### config.mk
export PLATFORM = sky130hd
export DESIGN_NAME = sd_arbiter
export DESIGN_NICKNAME = d
export VERILOG_FILES = /design/src/rtl/sd_arbiter.sv
export SDC_FILE = /design/constraint.sdc
export NUM_CORES = 1
export LEC_CHECK = 0
export BUFFER_PORTS_ARGS = -buffer_cell sky130_fd_sc_hd__buf_2
export CAP_MARGIN = 25
export CORE_MARGIN = 8
export CORE_UTILIZATION = 44
export DETAILED_ROUTE_END_ITERATION = 10
export PLACE_DENSITY = 0.8
export SLEW_MARGIN = 0
export SYNTH_ARGS = -nofsm -noshare
export SYNTH_HDL_FRONTEND = slang
export SYNTH_SLANG_ARGS = --single-unit
### constraint.sdc
create_clock -name clk_sys -period 1.59 [get_ports clk_sys]
set_input_delay 0.477 -clock clk_sys [delete_from_list [all_inputs] [get_ports clk_sys]]
set_output_delay 0.477 -clock clk_sys [all_outputs]
set_load 0.05 [all_outputs]
### src/rtl/sd_arbiter.sv
// sd_arbiter: round-robin arbiter sharing one sector channel to the IO controller between requesters A and B.
// Optional ISSUE-state watchdog abort is enabled by defining SD_ARBITER_TIMEOUT_EN.

module sd_arbiter #(
  parameter int TIMEOUT_W = 24
) (
  input  logic        clk_sys,
  input  logic        reset,
  input  logic [31:0] a_lba,
  input  logic        a_rd,
  input  logic        a_wr,
  output logic        a_ack,
  output logic        a_done,
  output logic        a_err,
  input  logic [7:0]  a_buff_din,
  output logic        a_buff_wr,
  input  logic [31:0] b_lba,
  input  logic        b_rd,
  input  logic        b_wr,
  output logic        b_ack,
  output logic        b_done,
  output logic        b_err,
  input  logic [7:0]  b_buff_din,
  output logic        b_buff_wr,
  output logic [31:0] sd_lba,
  output logic        sd_rd,
  output logic        sd_wr,
  input  logic        sd_ack,
  input  logic        sd_buff_wr,
  output logic [7:0]  sd_buff_din
);

  typedef enum logic [1:0] {IDLE, ISSUE, XFER, DONE} state_t;

  state_t      state_reg;
  logic        grant_reg;       // 0 = A, 1 = B
  logic        last_grant_reg;
  logic        ack_prev_reg;
  logic        a_ack_reg, b_ack_reg;
  logic        a_done_reg, b_done_reg;
  logic [31:0] sd_lba_reg;
  logic        sd_rd_reg, sd_wr_reg;

  logic pend_a, pend_b, pick_b, op_rd, ack_rise, ack_fall, in_xfer;

  always_comb begin
    pend_a   = a_rd | a_wr;
    pend_b   = b_rd | b_wr;
    // On a tie the requester that was not served last wins.
    pick_b   = pend_b & (~pend_a | ~last_grant_reg);
    op_rd    = pick_b ? b_rd : a_rd;
    ack_rise = sd_ack & ~ack_prev_reg;
    ack_fall = ~sd_ack & ack_prev_reg;
    in_xfer  = (state_reg == XFER);
  end

`ifdef SD_ARBITER_TIMEOUT_EN
  localparam logic [TIMEOUT_W-1:0] TO_LAST = {{(TIMEOUT_W-1){1'b1}}, 1'b0};
  logic [TIMEOUT_W-1:0] cnt_reg;
  logic                 a_err_reg, b_err_reg;
  assign a_err = a_err_reg;
  assign b_err = b_err_reg;
`else
  logic unused_cfg;
  assign unused_cfg = (TIMEOUT_W > 0);
  assign a_err = 1'b0;
  assign b_err = 1'b0;
`endif

  always_ff @(posedge clk_sys) begin
    if (reset) begin
      state_reg      <= IDLE;
      grant_reg      <= 1'b0;
      last_grant_reg <= 1'b1;
      ack_prev_reg   <= 1'b0;
      a_ack_reg      <= 1'b0;
      b_ack_reg      <= 1'b0;
      a_done_reg     <= 1'b0;
      b_done_reg     <= 1'b0;
      sd_lba_reg     <= 32'd0;
      sd_rd_reg      <= 1'b0;
      sd_wr_reg      <= 1'b0;
`ifdef SD_ARBITER_TIMEOUT_EN
      cnt_reg        <= '0;
      a_err_reg      <= 1'b0;
      b_err_reg      <= 1'b0;
`endif
    end else begin
      ack_prev_reg <= sd_ack;
      a_done_reg   <= 1'b0;
      b_done_reg   <= 1'b0;
`ifdef SD_ARBITER_TIMEOUT_EN
      a_err_reg    <= 1'b0;
      b_err_reg    <= 1'b0;
`endif
      case (state_reg)
        IDLE: begin
          if (pend_a | pend_b) begin
            grant_reg  <= pick_b;
            sd_lba_reg <= pick_b ? b_lba : a_lba;
            sd_rd_reg  <= op_rd;
            sd_wr_reg  <= ~op_rd;
`ifdef SD_ARBITER_TIMEOUT_EN
            cnt_reg    <= '0;
`endif
            state_reg  <= ISSUE;
          end
        end
        ISSUE: begin
          if (ack_rise) begin
            sd_rd_reg <= 1'b0;
            sd_wr_reg <= 1'b0;
            a_ack_reg <= ~grant_reg;
            b_ack_reg <= grant_reg;
            state_reg <= XFER;
          end
`ifdef SD_ARBITER_TIMEOUT_EN
          else begin
            // Counter reaches all-ones on the same edge the abort is signalled.
            cnt_reg <= cnt_reg + 1'b1;
            if (cnt_reg == TO_LAST) begin
              sd_rd_reg  <= 1'b0;
              sd_wr_reg  <= 1'b0;
              a_done_reg <= ~grant_reg;
              b_done_reg <= grant_reg;
              a_err_reg  <= ~grant_reg;
              b_err_reg  <= grant_reg;
              state_reg  <= DONE;
            end
          end
`endif
        end
        XFER: begin
          if (ack_fall) begin
            a_ack_reg  <= 1'b0;
            b_ack_reg  <= 1'b0;
            a_done_reg <= ~grant_reg;
            b_done_reg <= grant_reg;
            state_reg  <= DONE;
          end
        end
        DONE: begin
          last_grant_reg <= grant_reg;
          state_reg      <= IDLE;
        end
        default: state_reg <= IDLE;
      endcase
    end
  end

  assign a_ack       = a_ack_reg;
  assign b_ack       = b_ack_reg;
  assign a_done      = a_done_reg;
  assign b_done      = b_done_reg;
  assign sd_lba      = sd_lba_reg;
  assign sd_rd       = sd_rd_reg;
  assign sd_wr       = sd_wr_reg;
  // Byte traffic is routed combinationally, and only while the channel is in XFER.
  assign a_buff_wr   = in_xfer & ~grant_reg & sd_buff_wr;
  assign b_buff_wr   = in_xfer & grant_reg & sd_buff_wr;
  assign sd_buff_din = in_xfer ? (grant_reg ? b_buff_din : a_buff_din) : 8'd0;

endmodule
==> metrics.md, run 1 <==
| Metric | Value |
|---|---|
| Status | finished, violations left |
| Failing checks | negative setup slack |
| Synth Cell Area | 0.00243 mm^2 |
| Synth Register Bits | 43 |
| CP startpoint kind | flop |
| Clk buf depth | 2 |
| Global route overflow | 0 |
| RePlAce Congestion | 0.760 |
| Row Count | 27 |
| Remaining antenna violation count | 0 |
| Cell family with most CP delay | flip-flops |
| CP arrival | 1.37 ns |
| Class of the worst hold path | in -> reg |
| Total wire length | 8300 um |
| Final worst path period share | 1.16 |
| Leakage | 0.00176 uW |
| Die Span Y | 90.3 um |
| Largest net degree at the start of global routing | 24 |
| Mean Syn Cell Area | 8.99 um^2 |
| GRT Overall Usage | 0.188 |
| Post-layout minimum cycle time | 1.84 ns |
| Vias in the first global route | 2695 |
| CTS tree | yes |
| Hold buffer count at cts | 0 |
| Number of synthesized flops with an enable pin | 0 |
| Max reg flops | 32 |
| Syn Inst Count | 270 |
| Max Clk Rate | 0.542 GHz |
| Clock Latency Late Sink | 0.29 ns |
| Final net count | 515 |
| Drc violations | 0 |
| MaxCap Viol Count | 0 |
| Crit path capture type | output port |
| Main synth FF type | dfxtp_1 |
| Post-synth top area cell | dfxtp_1 |
| Synth top area share | 0.354 |
| Area contributors post-synth | dfxtp_1 (35%), a311oi_2 (19%), nand3_1 (6.8%) |
| Count leader, synth | dfxtp_1 |
| CP max stage cell | dfxtp_4 |
| Synth cell count leaders | dfxtp_1 (43), nor2_1 (38), nand2_1 (36) |
| Final Hold Viols | 0 |
| Area Growth Syn to Fin | 60.7% |
| Slew Viols, Final | 0 |
| Register area share after synthesis | 0.354 |
| RSZ-0062 raised after global routing | true |
| CP Class | reg -> out |
| Final Non-Filler Cells | 495 |
| Vias/cell | 5.23 |
| First-pass GRT wire length | 12800 um |
| Critical path cell sequence | buf_4, mux2i_4, nor2b_4, buf_8 |
| HPWL Detailed | 5540 um |
| Die width | 90.3 um |
| Buffers on Ports | 135 |
| Antenna violations before repair | 0 |
| H-tree level count | 2 |
| Share of cells above drive strength 1 | 0.570 |
| Average routed wire per standard cell | 16.8 um |
| Ys Warns | 0 |
| Finished Core Util | 0.722 |
| Core area | 0.00541 mm^2 |
| # setup viols final | 10 |
| Placed cell count | 467 |
| Initial core utilization | 0.449 |
| VDD IR max | 1.08 mV |
| Clk_skew | 0.00624 ns |
| Synth cell types | 33 |
| Critical Path RT | 1.11 ns |
| Num Clock Sinks | 43 |
| Detailed Route Iter0 Violations | 79 |
| Setup ws final | -0.254 ns |
| Drt first pass iters | 4 |
| Root Driver | clkbuf_8 |
| Fraction of registers with async set/reset | 0 |
| I/O Pins | 138 |
| Ant diodes | 0 |
| Buf+Inv Stages, Crit Path | 2 |
| Worst-path clk slew | 0.08 ns |
| Crit Path Max Fanout | 7 |
| Pwr per Cell Area | 1870 mW/mm^2 |
| CTS buffer count | 5 |
| Die ar. | 0.00815 mm^2 |
| Vias after detailed routing | 2591 |
| CP max stage delay | 0.46 ns |
final cells by class:
class	instances	area [um^2]
Tap cell	72	90.1
Sequential cell	43	870
Fill cell	413	1500
Timing Repair Buffer	171	1240
Multi-Input combinational cell	196	1600
Inverter	5	18.8
Clock inverter	2	12.5
Clock buffer	6	72.6
metal layers:
metal  share of wire  GRT usage
met5               0          0
met4          0.0035     0.0333
met3           0.083     0.0657
met2            0.51      0.332
met1            0.40      0.213
kinds of logic (layout without fill, tap and decap cells):
kind of cell / count (synthesis) / after routing / synth area share
flops: 43 / 43 / 0.354
buf+inv: 32 / 184 / 0.0793
compound gates: 45 / 45 / 0.232
fa+ha+maj: 5 / 5 / 0.0258
other cells: 1 / 2 / 0.00154
mux: 12 / 12 / 0.0495
simple gates: 132 / 132 / 0.258
worst reg2reg max path: stages, from the launching register on:
cell and delay, ns:
dfxtp_2 0.35, inv_2 0.05, ha_4 0.17, buf_6 0.13, buf_6 0.12, nand2b_4 0.14, o22ai_4 0.20, mux2i_1 0.20
nor2_1 0.06
stage by stage:
| stage | total power (uW) | hold WS (ns) | setup WS, ns | cell area, um^2 | setup TNS [ns] |
|---|---|---|---|---|---|
| 3_3_place_gp | 5560 | 0.449 | -0.0154 | 3300 | -0.0154 |
| 3_5_place_dp | 5650 | 0.455 | -0.0589 | 3300 | -0.527 |
| 2_1_floorplan | 4800 | 0.498 | 0.0258 | 2530 | 0 |
| 6_report | 7300 | 0.436 | -0.254 | 3900 | -2.02 |
| 4_1_cts | 6880 | 0.431 | -0.278 | 3760 | -2.57 |
| 5_1_grt | 7670 | 0.448 | -0.310 | 3900 | -2.61 |
layout by cell type, fill, tap and decap left out, drive strengths merged:
cell / Yosys / layout
and3: 2 / 2
dfxtp: 43 / 43
inv: 5 / 5
nor2: 39 / 39
clkinv: 0 / 1
nor2b: 11 / 11
or2: 1 / 1
ha: 5 / 5
a21oi: 3 / 3
buf: 21 / 168
o2bb2ai: 1 / 1
o21ai: 3 / 3
a311oi: 32 / 32
nor4: 1 / 1
clkinvlp: 0 / 1
nand2b: 5 / 5
nand3: 33 / 33
o21a: 1 / 1
nor3: 1 / 1
nor3b: 1 / 1
a32o: 1 / 1
mux2i: 12 / 12
nand2: 37 / 37
nand3b: 1 / 1
o22ai: 1 / 1
conb: 1 / 2
a211o: 1 / 1
a31oi: 2 / 2
clkbuf: 6 / 9
power by group:
group          internal (uW)  switching [uW]  total [uW]  leakage, uW
Clock                    308             386         693    0.0000412
Combinational           1980            2950        4930      0.00136
Sequential              1450             226        1680     0.000358
worst paths after layout:
check,from,to,slack (ns),cells past startpoint
worst max-delay path,grant_reg,sd_buff_din[2],-0.25,4
worst min-delay path,sd_ack,ack_prev_reg,0.44,2
worst max register to register,state_reg[0],b_ack,0.05,8
worst min register to register,sd_wr,sd_wr,0.47,1
timing repair:
item | CTS | global route
gates cloned | 1 | 3
endpoints found under the setup margin | 35 | 48
buffers inserted | 12 | 6
pin swaps | 5 | 4
gates resized for setup | 51 | 13
(Power assumes the default switching activity.)
==> run 2: changes to the inputs <==
Settings changed: CORE_ASPECT_RATIO from default to 2.
==> run 2 against run 1 <==
Against the previous run: the flow still finishes with violations (negative setup slack); sequential cell count stayed put; count of clock-buffer cells in the layout fell by 1; clock skew up 0.00077 ns; sequential power is essentially flat; maximum frequency grew 2.2%; critical endpoint unchanged; critical path type unchanged; wire length about the same.
==> metrics.md, run 2 (same netlist as run 1, synthesis figures left out) <==
| Metric | Value |
|---|---|
| Status | finished, violations left |
| Failing checks | negative setup slack |
| Root Driver | clkbuf_8 |
| VDD IR max | 1.30 mV (+20%) |
| Worst reg2reg path depth | 9 (+1) |
| Slew Viols, Final | 0 (unchanged) |
| Finished Core Util | 0.710 (-0.0124) |
| Share of cells above drive strength 1 | 0.565 (-0.00515) |
| Worst-path clk slew | 0.08 ns (about the same) |
| Register area | 870 um^2 (unchanged) |
| Vias/cell | 5.39 (+3.0%) |
| Hold buffer count at cts | 0 (unchanged) |
| Reg2reg end | b_ack |
| MaxCap Viol Count | 0 (unchanged) |
| First-pass GRT wire length | 12300 um (-3.4%) |
| Critical Path RT | 1.11 ns (about the same) |
| Ant diodes | 0 (unchanged) |
| Max reg flops | 32 (unchanged) |
| Vias in the first global route | 2779 (+3.1%) |
| Setup ws final | -0.214 ns (+0.0402 ns) |
| Largest net degree at the start of global routing | 38 (+58%) |
| Vias after detailed routing | 2576 (-0.58%) |
| Clk buf depth | 2 (unchanged) |
| CTS buffer count | 5 (unchanged) |
| Class of the worst hold path | in -> reg |
| Fill cells | 417 (+0.97%) |
| Initial core utilization | 0.452 (+0.00272) |
| Hold Slack | 0.430 ns (-0.00647 ns) |
| Worst setup path start | grant_reg |
| Commonest non-fill, non-tap cells in the layout | buf_2 (125), dfxtp_1 (40), nor2_1 (37) |
| Area after DPL | 0.00328 mm^2 (-0.61%) |
| CTS tree | yes |
| Antenna violations before repair | 0 (unchanged) |
| CP startpoint kind | flop |
| Clock Latency Late Sink | 0.30 ns (about the same) |
| Detailed Route Iter0 Violations | 102 (+29%) |
| Buffers on Ports | 135 (unchanged) |
| Clk_skew | 0.00700 ns (+0.000767 ns) |
| Commonest non-fill, non-tap cell in the layout | buf_2 |
| Dpl ws | -0.0730 ns (-0.0141 ns) |
| Drt first pass iters | 4 (unchanged) |
| Remaining antenna violation count | 0 (unchanged) |
| GRT Overall Usage | 0.190 (+0.00260) |
| Core area | 0.00537 mm^2 (-0.60%) |
| Die ar. | 0.00830 mm^2 (+1.8%) |
| Crit Path Max Fanout | 6 (-1) |
| CP arrival | 1.33 ns (-0.04 ns) |
| Average routed wire per standard cell | 17.4 um (+3.5%) |
| Global route overflow | 0 (unchanged) |
| Drc violations | 0 (unchanged) |
| Final worst path period share | 1.13 (-0.0253) |
| Reg2reg setup slack | -0.06 ns (-0.11 ns) |
| Multi-input logic area | 0.00161 mm^2 (+0.47%) |
| HPWL Detailed | 5940 um (+7.2%) |
| Pwr per Cell Area | 1890 mW/mm^2 (+0.74%) |
| Row Count | 38 (+41%) |
| # setup viols final | 12 (+2) |
| R2r startpoint | state_reg[0] |
| Post-layout minimum cycle time | 1.80 ns (-0.0402 ns) |
| Worst setup path end | sd_buff_din[2] |
| H-tree level count | 2 (unchanged) |
| I/O Pins | 138 (unchanged) |
| Final instance area | 0.00381 mm^2 (-2.3%) |
| RSZ-0062 raised after global routing | true |
| Final net count | 511 (-0.78%) |
| Final Hold Viols | 0 (unchanged) |
| Leakage | 0.00171 uW (-2.4%) |
| Total wire length | 8300 um (about the same) |
| Num Clock Sinks | 43 (unchanged) |
| Die Span Y | 121 um (+34%) |
| Crit path capture type | output port |
| CP Class | reg -> out |
| Max Clk Rate | 0.554 GHz (+2.2%) |
| Area Growth Syn to Fin | 57.0% |
| RePlAce Congestion | 0.825 (+8.6%) |
| Die width | 68.5 um (-24%) |
[run 2: worst min path at each step]
stage / from / end / slack [ns] / cells past startpoint
after floorplan: ack_prev_reg / a_done / 0.50 / 2
after global placement: sd_wr / sd_wr / 0.45 / 1
after detailed placement: sd_rd / sd_rd / 0.46 / 1
after CTS: a_lba[22] / sd_lba[22] / 0.42 / 3
after global routing: a_lba[22] / sd_lba[22] / 0.42 / 3
final: a_lba[22] / sd_lba[22] / 0.43 / 3
[run 2: area by class of cell]
cell class,count,area share
timing repair buffer,167,0.296
clock buffer,5,0.0180
sequential,43,0.228
multi-input combinational,196,0.423
clock inverter,2,0.00984
inverter,5,0.00558
tap,60,0.0197
[run 2: worst max-delay path: stages, from the launching register on]
cell,delay [ns]
dfxtp_4,0.39
buf_12,0.16
mux2i_4,0.26
nor2b_4,0.06
buf_6,0.15
[run 2: timing repair]
item / CTS / global route
cloned: 1 / 3
pin swaps: 0 / 7
buffers inserted: 3 / 9
setup endpoints to repair: 11 / 44
resized for setup: 43 / 20
[run 2: layer usage]
| layer | share of wire | global-route usage | up-vias | routed length (um) |
|---|---|---|---|---|
| li1 | - | - | 1246 | - |
| met4 | 0.038 | 0.102 | 0 | 313 |
| met3 | 0.065 | 0.0426 | 20 | 537 |
| met5 | 0 | 0 | - | 0 |
| met1 | 0.34 | 0.176 | 1205 | 2790 |
| met2 | 0.56 | 0.355 | 105 | 4660 |
[run 2: metrics by stage]
| step | power, uW | cells | TNS, ns |
|---|---|---|---|
| 6_report | 7190 | 478 | -1.89 |
| 5_1_grt | 7550 | 478 | -2.42 |
| 4_1_cts | 6720 | 467 | -2.06 |
| 3_5_place_dp | 5640 | 456 | -1.59 |
| 3_3_place_gp | 5540 | 456 | -0.130 |
| 2_1_floorplan | 4800 | 271 | 0 |
[run 2: report_power, final]
part | internal, uW | total (uW) | switching [uW]
logic | 1780 | 4690 | 2910
registers | 1450 | 1650 | 199
clock network | 459 | 847 | 388
total | 3690 | 7190 | 3500
